[src/rtl/fdivsqrt_iter_ctrl_pkg.sv]
// Shared types for the radix-4 divide/sqrt iteration sequencer: the configuration
// record and the FSM state encoding.
package fdivsqrt_iter_ctrl_pkg;

    typedef struct packed {
        int unsigned DURLEN;
    } cvw_t;

    localparam cvw_t CVW_DEFAULT = '{DURLEN: 32'd6};

    typedef enum logic [1:0] {
        DIV_IDLE = 2'b00,
        DIV_BUSY = 2'b01,
        DIV_DONE = 2'b10
    } divstate_t;

endpackage

[src/rtl/fdivsqrt_iter_ctrl_if.sv]
// E-stage <-> divide/sqrt sequencer control bundle. The pipeline side is the master,
// the sequencer is the slave.
interface fdivsqrt_iter_ctrl_if #(parameter int DURLEN = 6);

    logic              FDivStartE;
    logic              SqrtE;
    logic              SpecialCaseE;
    logic [DURLEN-1:0] CyclesE;
    logic              WZeroE;
    logic              StallM;
    logic              FlushE;

    logic              IFDivStartE;
    logic              j1;
    logic              jlast;
    logic              FDivBusyE;
    logic              FDivDoneE;

    modport master (
        output FDivStartE, SqrtE, SpecialCaseE, CyclesE, WZeroE, StallM, FlushE,
        input  IFDivStartE, j1, jlast, FDivBusyE, FDivDoneE
    );

    modport slave (
        input  FDivStartE, SqrtE, SpecialCaseE, CyclesE, WZeroE, StallM, FlushE,
        output IFDivStartE, j1, jlast, FDivBusyE, FDivDoneE
    );

endinterface

[src/rtl/fdivsqrt_iter_ctrl_step_counter.sv]
// Loadable down-counter for the remaining recurrence steps. A load of zero is
// promoted to one so every iterated operation runs at least one step.
module fdivsqrt_step_counter #(
    parameter int W = 6
) (
    input  logic         clk,
    input  logic         reset,
    input  logic         load,
    input  logic         dec,
    input  logic         clr,
    input  logic [W-1:0] load_val,
    output logic [W-1:0] count,
    output logic         is_one
);

    logic [W-1:0] count_d, count_q;

    // NOTE: every combinational output gets a default first so no path leaves it unassigned (no latch).
    always_comb begin
        count_d = count_q;
        if (clr) begin
            count_d = '0;
        end else if (load) begin
            count_d = (load_val == '0) ? W'(1) : load_val;
        end else if (dec && (count_q != '0)) begin
            count_d = count_q - W'(1);
        end
    end

    // NOTE: sequential state uses non-blocking assignments so all flops update from pre-edge values.
    always_ff @(posedge clk) begin
        if (reset) count_q <= '0;
        else       count_q <= count_d;
    end

    assign count  = count_q;
    assign is_one = (count_q == W'(1));

endmodule

[src/rtl/fdivsqrt_iter_ctrl.sv]
// Sequencer for the radix-4 divide/sqrt recurrence: accepts a start, runs the
// programmed number of steps, drives j1/jlast/initialise strobes, busy and done.
module fdivsqrt_iter_ctrl
    import fdivsqrt_iter_ctrl_pkg::*;
#(
    parameter cvw_t P = CVW_DEFAULT
) (
    input  logic                 clk,
    input  logic                 reset,
    fdivsqrt_iter_ctrl_if.slave  bus
);

    localparam int DURLEN = int'(P.DURLEN);

    divstate_t         state_d, state_q;
    logic              j1_flag_d, j1_flag_q;
    logic              cnt_load, cnt_dec, cnt_clr;
    logic              step_one;
    logic [DURLEN-1:0] step;
    logic              start_ok;

    logic              ifdiv_start, j1, jlast;

    assign start_ok = bus.FDivStartE & ~bus.FlushE;

    fdivsqrt_step_counter #(.W(DURLEN)) u_step_counter (
        .clk      (clk),
        .reset    (reset),
        .load     (cnt_load),
        .dec      (cnt_dec),
        .clr      (cnt_clr),
        .load_val (bus.CyclesE),
        .count    (step),
        .is_one   (step_one)
    );

    always_comb begin
        state_d     = state_q;
        j1_flag_d   = 1'b0;
        cnt_load    = 1'b0;
        cnt_dec     = 1'b0;
        cnt_clr     = 1'b0;
        ifdiv_start = 1'b0;
        j1          = 1'b0;
        jlast       = 1'b0;

        case (state_q)
            DIV_IDLE: begin
                if (start_ok) begin
                    if (bus.SpecialCaseE) begin
                        state_d = DIV_DONE;
                    end else begin
                        state_d     = DIV_BUSY;
                        ifdiv_start = 1'b1;
                        cnt_load    = 1'b1;
                        j1_flag_d   = 1'b1;
                    end
                end
            end
            DIV_BUSY: begin
                if (bus.FlushE) begin
                    state_d = DIV_IDLE;
                    cnt_clr = 1'b1;
                end else begin
                    j1    = j1_flag_q & bus.SqrtE;
                    jlast = step_one;
                    // A zero residual ends a divide early; sqrt must still run every step.
                    if (step_one || (bus.WZeroE && !bus.SqrtE)) begin
                        state_d = DIV_DONE;
                        cnt_clr = 1'b1;
                    end else begin
                        cnt_dec = (step != '0);
                    end
                end
            end
            DIV_DONE: begin
                if (bus.FlushE || !bus.StallM) state_d = DIV_IDLE;
            end
            default: begin
                state_d = DIV_IDLE;
                cnt_clr = 1'b1;
            end
        endcase
    end

    always_ff @(posedge clk) begin
        if (reset) begin
            state_q   <= DIV_IDLE;
            j1_flag_q <= 1'b0;
        end else begin
            state_q   <= state_d;
            j1_flag_q <= j1_flag_d;
        end
    end

    assign bus.IFDivStartE = ifdiv_start;
    assign bus.j1          = j1;
    assign bus.jlast       = jlast;
    assign bus.FDivDoneE   = (state_q == DIV_DONE);
    assign bus.FDivBusyE   = ((state_q == DIV_IDLE) & start_ok & ~bus.SpecialCaseE)
                           | (state_q == DIV_BUSY)
                           | ((state_q == DIV_DONE) & bus.StallM);

endmodule

[src/flat_wrapper.sv]
// flat-port wrapper written by rule: the top's interface ports become plain ports
module fdivsqrt_iter_ctrl_flat import fdivsqrt_iter_ctrl_pkg::*;
#(
    parameter cvw_t P = CVW_DEFAULT
)
  (clk, reset, bus_FDivStartE, bus_SqrtE, bus_SpecialCaseE, bus_CyclesE, bus_WZeroE, bus_StallM, bus_FlushE, bus_IFDivStartE, bus_j1, bus_jlast, bus_FDivBusyE, bus_FDivDoneE);
  fdivsqrt_iter_ctrl_if #(.DURLEN(6)) bus_i ();
  input  logic clk;
  input  logic reset;
  input wire logic [$bits(bus_i.FDivStartE)-1:0] bus_FDivStartE;
  input wire logic [$bits(bus_i.SqrtE)-1:0] bus_SqrtE;
  input wire logic [$bits(bus_i.SpecialCaseE)-1:0] bus_SpecialCaseE;
  input wire logic [$bits(bus_i.CyclesE)-1:0] bus_CyclesE;
  input wire logic [$bits(bus_i.WZeroE)-1:0] bus_WZeroE;
  input wire logic [$bits(bus_i.StallM)-1:0] bus_StallM;
  input wire logic [$bits(bus_i.FlushE)-1:0] bus_FlushE;
  output wire logic [$bits(bus_i.IFDivStartE)-1:0] bus_IFDivStartE;
  output wire logic [$bits(bus_i.j1)-1:0] bus_j1;
  output wire logic [$bits(bus_i.jlast)-1:0] bus_jlast;
  output wire logic [$bits(bus_i.FDivBusyE)-1:0] bus_FDivBusyE;
  output wire logic [$bits(bus_i.FDivDoneE)-1:0] bus_FDivDoneE;
  assign bus_i.FDivStartE = bus_FDivStartE;
  assign bus_i.SqrtE = bus_SqrtE;
  assign bus_i.SpecialCaseE = bus_SpecialCaseE;
  assign bus_i.CyclesE = bus_CyclesE;
  assign bus_i.WZeroE = bus_WZeroE;
  assign bus_i.StallM = bus_StallM;
  assign bus_i.FlushE = bus_FlushE;
  assign bus_IFDivStartE = bus_i.IFDivStartE;
  assign bus_j1 = bus_i.j1;
  assign bus_jlast = bus_i.jlast;
  assign bus_FDivBusyE = bus_i.FDivBusyE;
  assign bus_FDivDoneE = bus_i.FDivDoneE;
  fdivsqrt_iter_ctrl #(.P(P)) u_core (.clk(clk), .reset(reset), .bus(bus_i));
endmodule
[config.mk]
export PLATFORM = sky130hd
export DESIGN_NAME = fdivsqrt_iter_ctrl_flat
export DESIGN_NICKNAME = d
export VERILOG_FILES = /design/src/rtl/fdivsqrt_iter_ctrl_pkg.sv /design/src/rtl/fdivsqrt_iter_ctrl_if.sv /design/src/rtl/fdivsqrt_iter_ctrl_step_counter.sv /design/src/rtl/fdivsqrt_iter_ctrl.sv /design/src/flat_wrapper.sv
export SDC_FILE = /design/constraint.sdc
export NUM_CORES = 1
export LEC_CHECK = 0
export ABC_AREA = 1
export CORE_MARGIN = 2
export CORE_UTILIZATION = 35
export CTS_CLUSTER_DIAMETER = 30
export DETAILED_ROUTE_END_ITERATION = 10
export SYNTH_ARGS = -nofsm -noshare
export SYNTH_HDL_FRONTEND = slang
export SYNTH_SLANG_ARGS = --single-unit
[constraint.sdc]
create_clock -name clk -period 1.9 [get_ports clk]
set_input_delay 0.475 -clock clk [delete_from_list [all_inputs] [get_ports clk]]
set_output_delay 0.475 -clock clk [all_outputs]
set_load 0.01 [all_outputs]
==> results.md <==
- The run finished with clean final reports.
- The placed wire-length estimate after detailed placement is 1310 µm.
- Global routing used a little under a fifth of the available tracks.
- During placement, the flow inserted port buffers numbering 18.
- The clock drives 9 sinks.
- TritonCTS built the clock tree.
- Buffers inserted during clock tree synthesis total 3.
- The count of max-cap constraint violations is 0.
- The power per standard cell area is 540 mW/mm².
- The region available for standard cell placement spans 0.00175 mm².
- The required time of the worst setup path is 1.42 ns.
- Dividing the synthesized area by the synthesized cell count gives 6.14 µm².
- For this block, the initial DRC count from the detailed router was 8.
- Pin placement for this block handled 19 I/O pins.
- Routability-driven placement finished with a final weighted congestion of 0.864.
- The maximum clock insertion buffer count is 2.
- For this configuration, the core starts out at a cell density of between 30 and 40%.
- The worst max-slew margin expressed relative to the limit is 80.6%.
- The worst-case IR drop observed on VDD is ~0.4 mV.
- In this run the worst path has a maximum fanout of 4.
- Cells with a size suffix above 1 make up 23.2% of the layout.
- The number of placement rows is 15.
- Counting instances, the worst hold path has a depth of 2.
- The classification of the worst setup path is in2out.
- The max-slew violation total from the final report is 0.
- The via count of the first global-routing pass is 675.
- The area used by sequential logic in the layout is 180 µm².
- The initial antenna violation count is 0.
- The critical register-to-register path startpoint is u_core.state_q[0]$_SDFFE_PP0P_.
- At the end of the flow the core is filled with cells to approximately 57%.
- The source of the critical timing path is bus_FDivStartE.
- The clock root buffer master is sky130_fd_sc_hd__clkbuf_4.
- The placed instances occupy a cell area of roughly 930 µm².
- The finished cells cover 998 µm².
- The post-route antenna net violation count is 0.
- Setup repair after global routing left no endpoint under its margin.
- The count of mapped cells out of synthesis is 106.
- Setup total negative slack on the finished layout was measured at 0 ns.
- The total grt overflow is 0.
- Hold timing on the final database bottoms out at a slack of 0.555 ns.
- Setup violations remaining at the end of the flow were counted as 0.
- Sequential elements use 27.7% of the synthesized area.
- The total iterations of the first detailed-routing run is 4.
- The type of element capturing the critical path is an output port.
- The final count of hold timing violations came to 0.
- Compared with the post-synthesis result, the final layout area differs by 53.5%.
- In this run the static leakage power is between 0.4 and 0.5 nW.
- The maximum achievable frequency is 550 MHz.
- The capture instance of the worst register-to-register path is u_core.u_step_counter.count[1]$_SDFFE_PP0P_.
- The die width is 47.1 µm.
- The mapped netlist covers about 650 µm².
- For this run, design rule violations remaining after detail routing come to 0.
- The post-route clock period utilization is 95.6%.
- The vias per cell is 4.68.
- Entering global routing, the biggest net connects 9 pins.
- At the worst endpoint, the arrival time is between 1 and 1.5 ns.
- The total length of routed wires is 1750 µm.
- The die area is 0.00222 mm².
- The flop and latch count out of synthesis is 9.
- Counting cells, the worst reg-to-reg path comes to 8.
- The number of antenna cells inserted is 0.
- The worst min-delay path category is reg2reg.
- The total number of yosys warnings is 0.
- After the last flow step, the layout net total stands at 155.
- The post-synth net total is between 100 and 150.
- The hold buffer count at CTS is 0.
- The clock arrives with 0.00523 ns of skew.
- The number of inserted filler cells in the final layout is 179.
- The die is roughly 47 µm tall.
- The worst setup path is launched from an input pin.
- The slack of the worst reg-to-reg path is approximately 0.30 ns.
- The synthesized netlist contains 18 unique library cells.
- In this run the most critical hold path is launched from u_core.u_step_counter.count[1]$_SDFFE_PP0P_.
- The transition time at the pin with the least slew margin is 0.291 ns.
- In the layout the commonest cells are sky130_fd_sc_hd__nor2_1 (22), sky130_fd_sc_hd__nand2_1 (22), sky130_fd_sc_hd__inv_1 (14).
- Summing all multi-input logic gate instances after layout gives 432 µm².
- CTS built an H-tree with a depth of 1.
- The smallest clock period supported by the final layout is computed as 1.82 ns.
- At the later pin of the worst-skew pair, clock insertion delay measures 0.27 ns.
- The first global-routing pass estimated 2820 µm of wire.
- The endpoint of the worst hold-timing path is u_core.u_step_counter.count[1]$_SDFFE_PP0P_.
- Clock-pin slew was measured on the worst setup and hold paths at roughly 0.07 ns.
- Across all layers, the routed design uses 763 vias.
- After detailed routing, the average wire length per cell comes to 10.7 µm.
power breakdown:
group,leakage [nW],internal (mW),switching (mW)
clock,0.0150,0.0814,0.0811
combinational,0.388,0.0830,0.0854
sequential,0.0733,0.199,0.00933
cell usage after synthesis, drive strengths merged:
| cell type | number | share of area [%] |
|---|---|---|
| nand2 | 25 | 15 |
| nor2 | 24 | 15 |
| inv | 17 | 9.8 |
| nand3 | 13 | 13 |
| dfxtp | 9 | 28 |
| o21ai | 9 | 6.9 |
| a21oi | 2 | 2.1 |
| ha | 2 | 3.8 |
| a211oi | 1 | 1.2 |
| a21boi | 1 | 1.7 |
| nand4 | 1 | 0.96 |
| o21bai | 1 | 1.2 |
| xnor2 | 1 | 1.3 |
what timing repair did:
item / in CTS / in global routing
endpoints found under the setup margin: 4 / 5
pin swaps: 0 / 2
buffers inserted: 1 / 0
gates resized for setup: 15 / 10
stage by stage:
stage / instances / setup slack, ns / total power [mW]
6_report: 163 / 0.0833 / 0.539
5_1_grt: 163 / 0.0198 / 0.572
4_1_cts: 163 / -0.0126 / 0.531
3_5_place_dp: 158 / -0.443 / 0.372
3_3_place_gp: 158 / -0.411 / 0.369
2_1_floorplan: 106 / 0.445 / 0.302
logic make-up (layout without fill, tap and decap cells):
| group | after synthesis | after routing | synth area share (%) |
|---|---|---|---|
| AO/OA/AOI/OAI | 14 | 14 | 13.1 |
| XOR/XNOR | 1 | 1 | 1.35 |
| adder cells (fa/ha/maj) | 2 | 2 | 3.85 |
| buffers and inverters | 17 | 49 | 9.81 |
| flip-flops | 9 | 9 | 27.7 |
| AND/OR/NAND/NOR | 63 | 63 | 44.2 |
per-layer routing:
metal | wire [µm] | GRT usage (%) | share of wire, % | up-vias
li1 | - | - | - | 398
met1 | 776 | 21.3 | 44 | 341
met2 | 837 | 31.2 | 48 | 20
met3 | 100 | 6.92 | 5.7 | 4
met4 | 33 | 3.33 | 1.9 | 0
met5 | 0 | 0 | 0 | -
registers in the layout (all words and copies together) (netlist names):
name and flops:
u_core.j1_flag_q 1, u_core.u_step_counter.count 6, u_core.state_q 2
how the worst max path moves through the flow:
stage                            endpoint  slack (ns)
after global routing            bus_jlast        0.02
final                       bus_FDivBusyE        0.08
after floorplan           bus_IFDivStartE        0.45
after global placement      bus_FDivBusyE       -0.41
after detailed placement    bus_FDivBusyE       -0.44
after CTS                       bus_jlast       -0.01
critical path: stages:
cell and delay [ns]:
sky130_fd_sc_hd__clkdlybuf4s50_1 0.47, sky130_fd_sc_hd__nand2_2 0.06, sky130_fd_sc_hd__inv_2 0.07, sky130_fd_sc_hd__nand3_4 0.08
sky130_fd_sc_hd__nand3_2 0.09, sky130_fd_sc_hd__buf_6 0.10
layout make-up:
class | instances | area share, %
repair buffers | 28 | 26.6
clock buffers | 4 | 2.63
inverters | 17 | 6.39
well taps | 25 | 3.13
multi-input cells | 80 | 43.2
flip-flops and latches | 9 | 18.0
(Power assumes the default switching activity.)
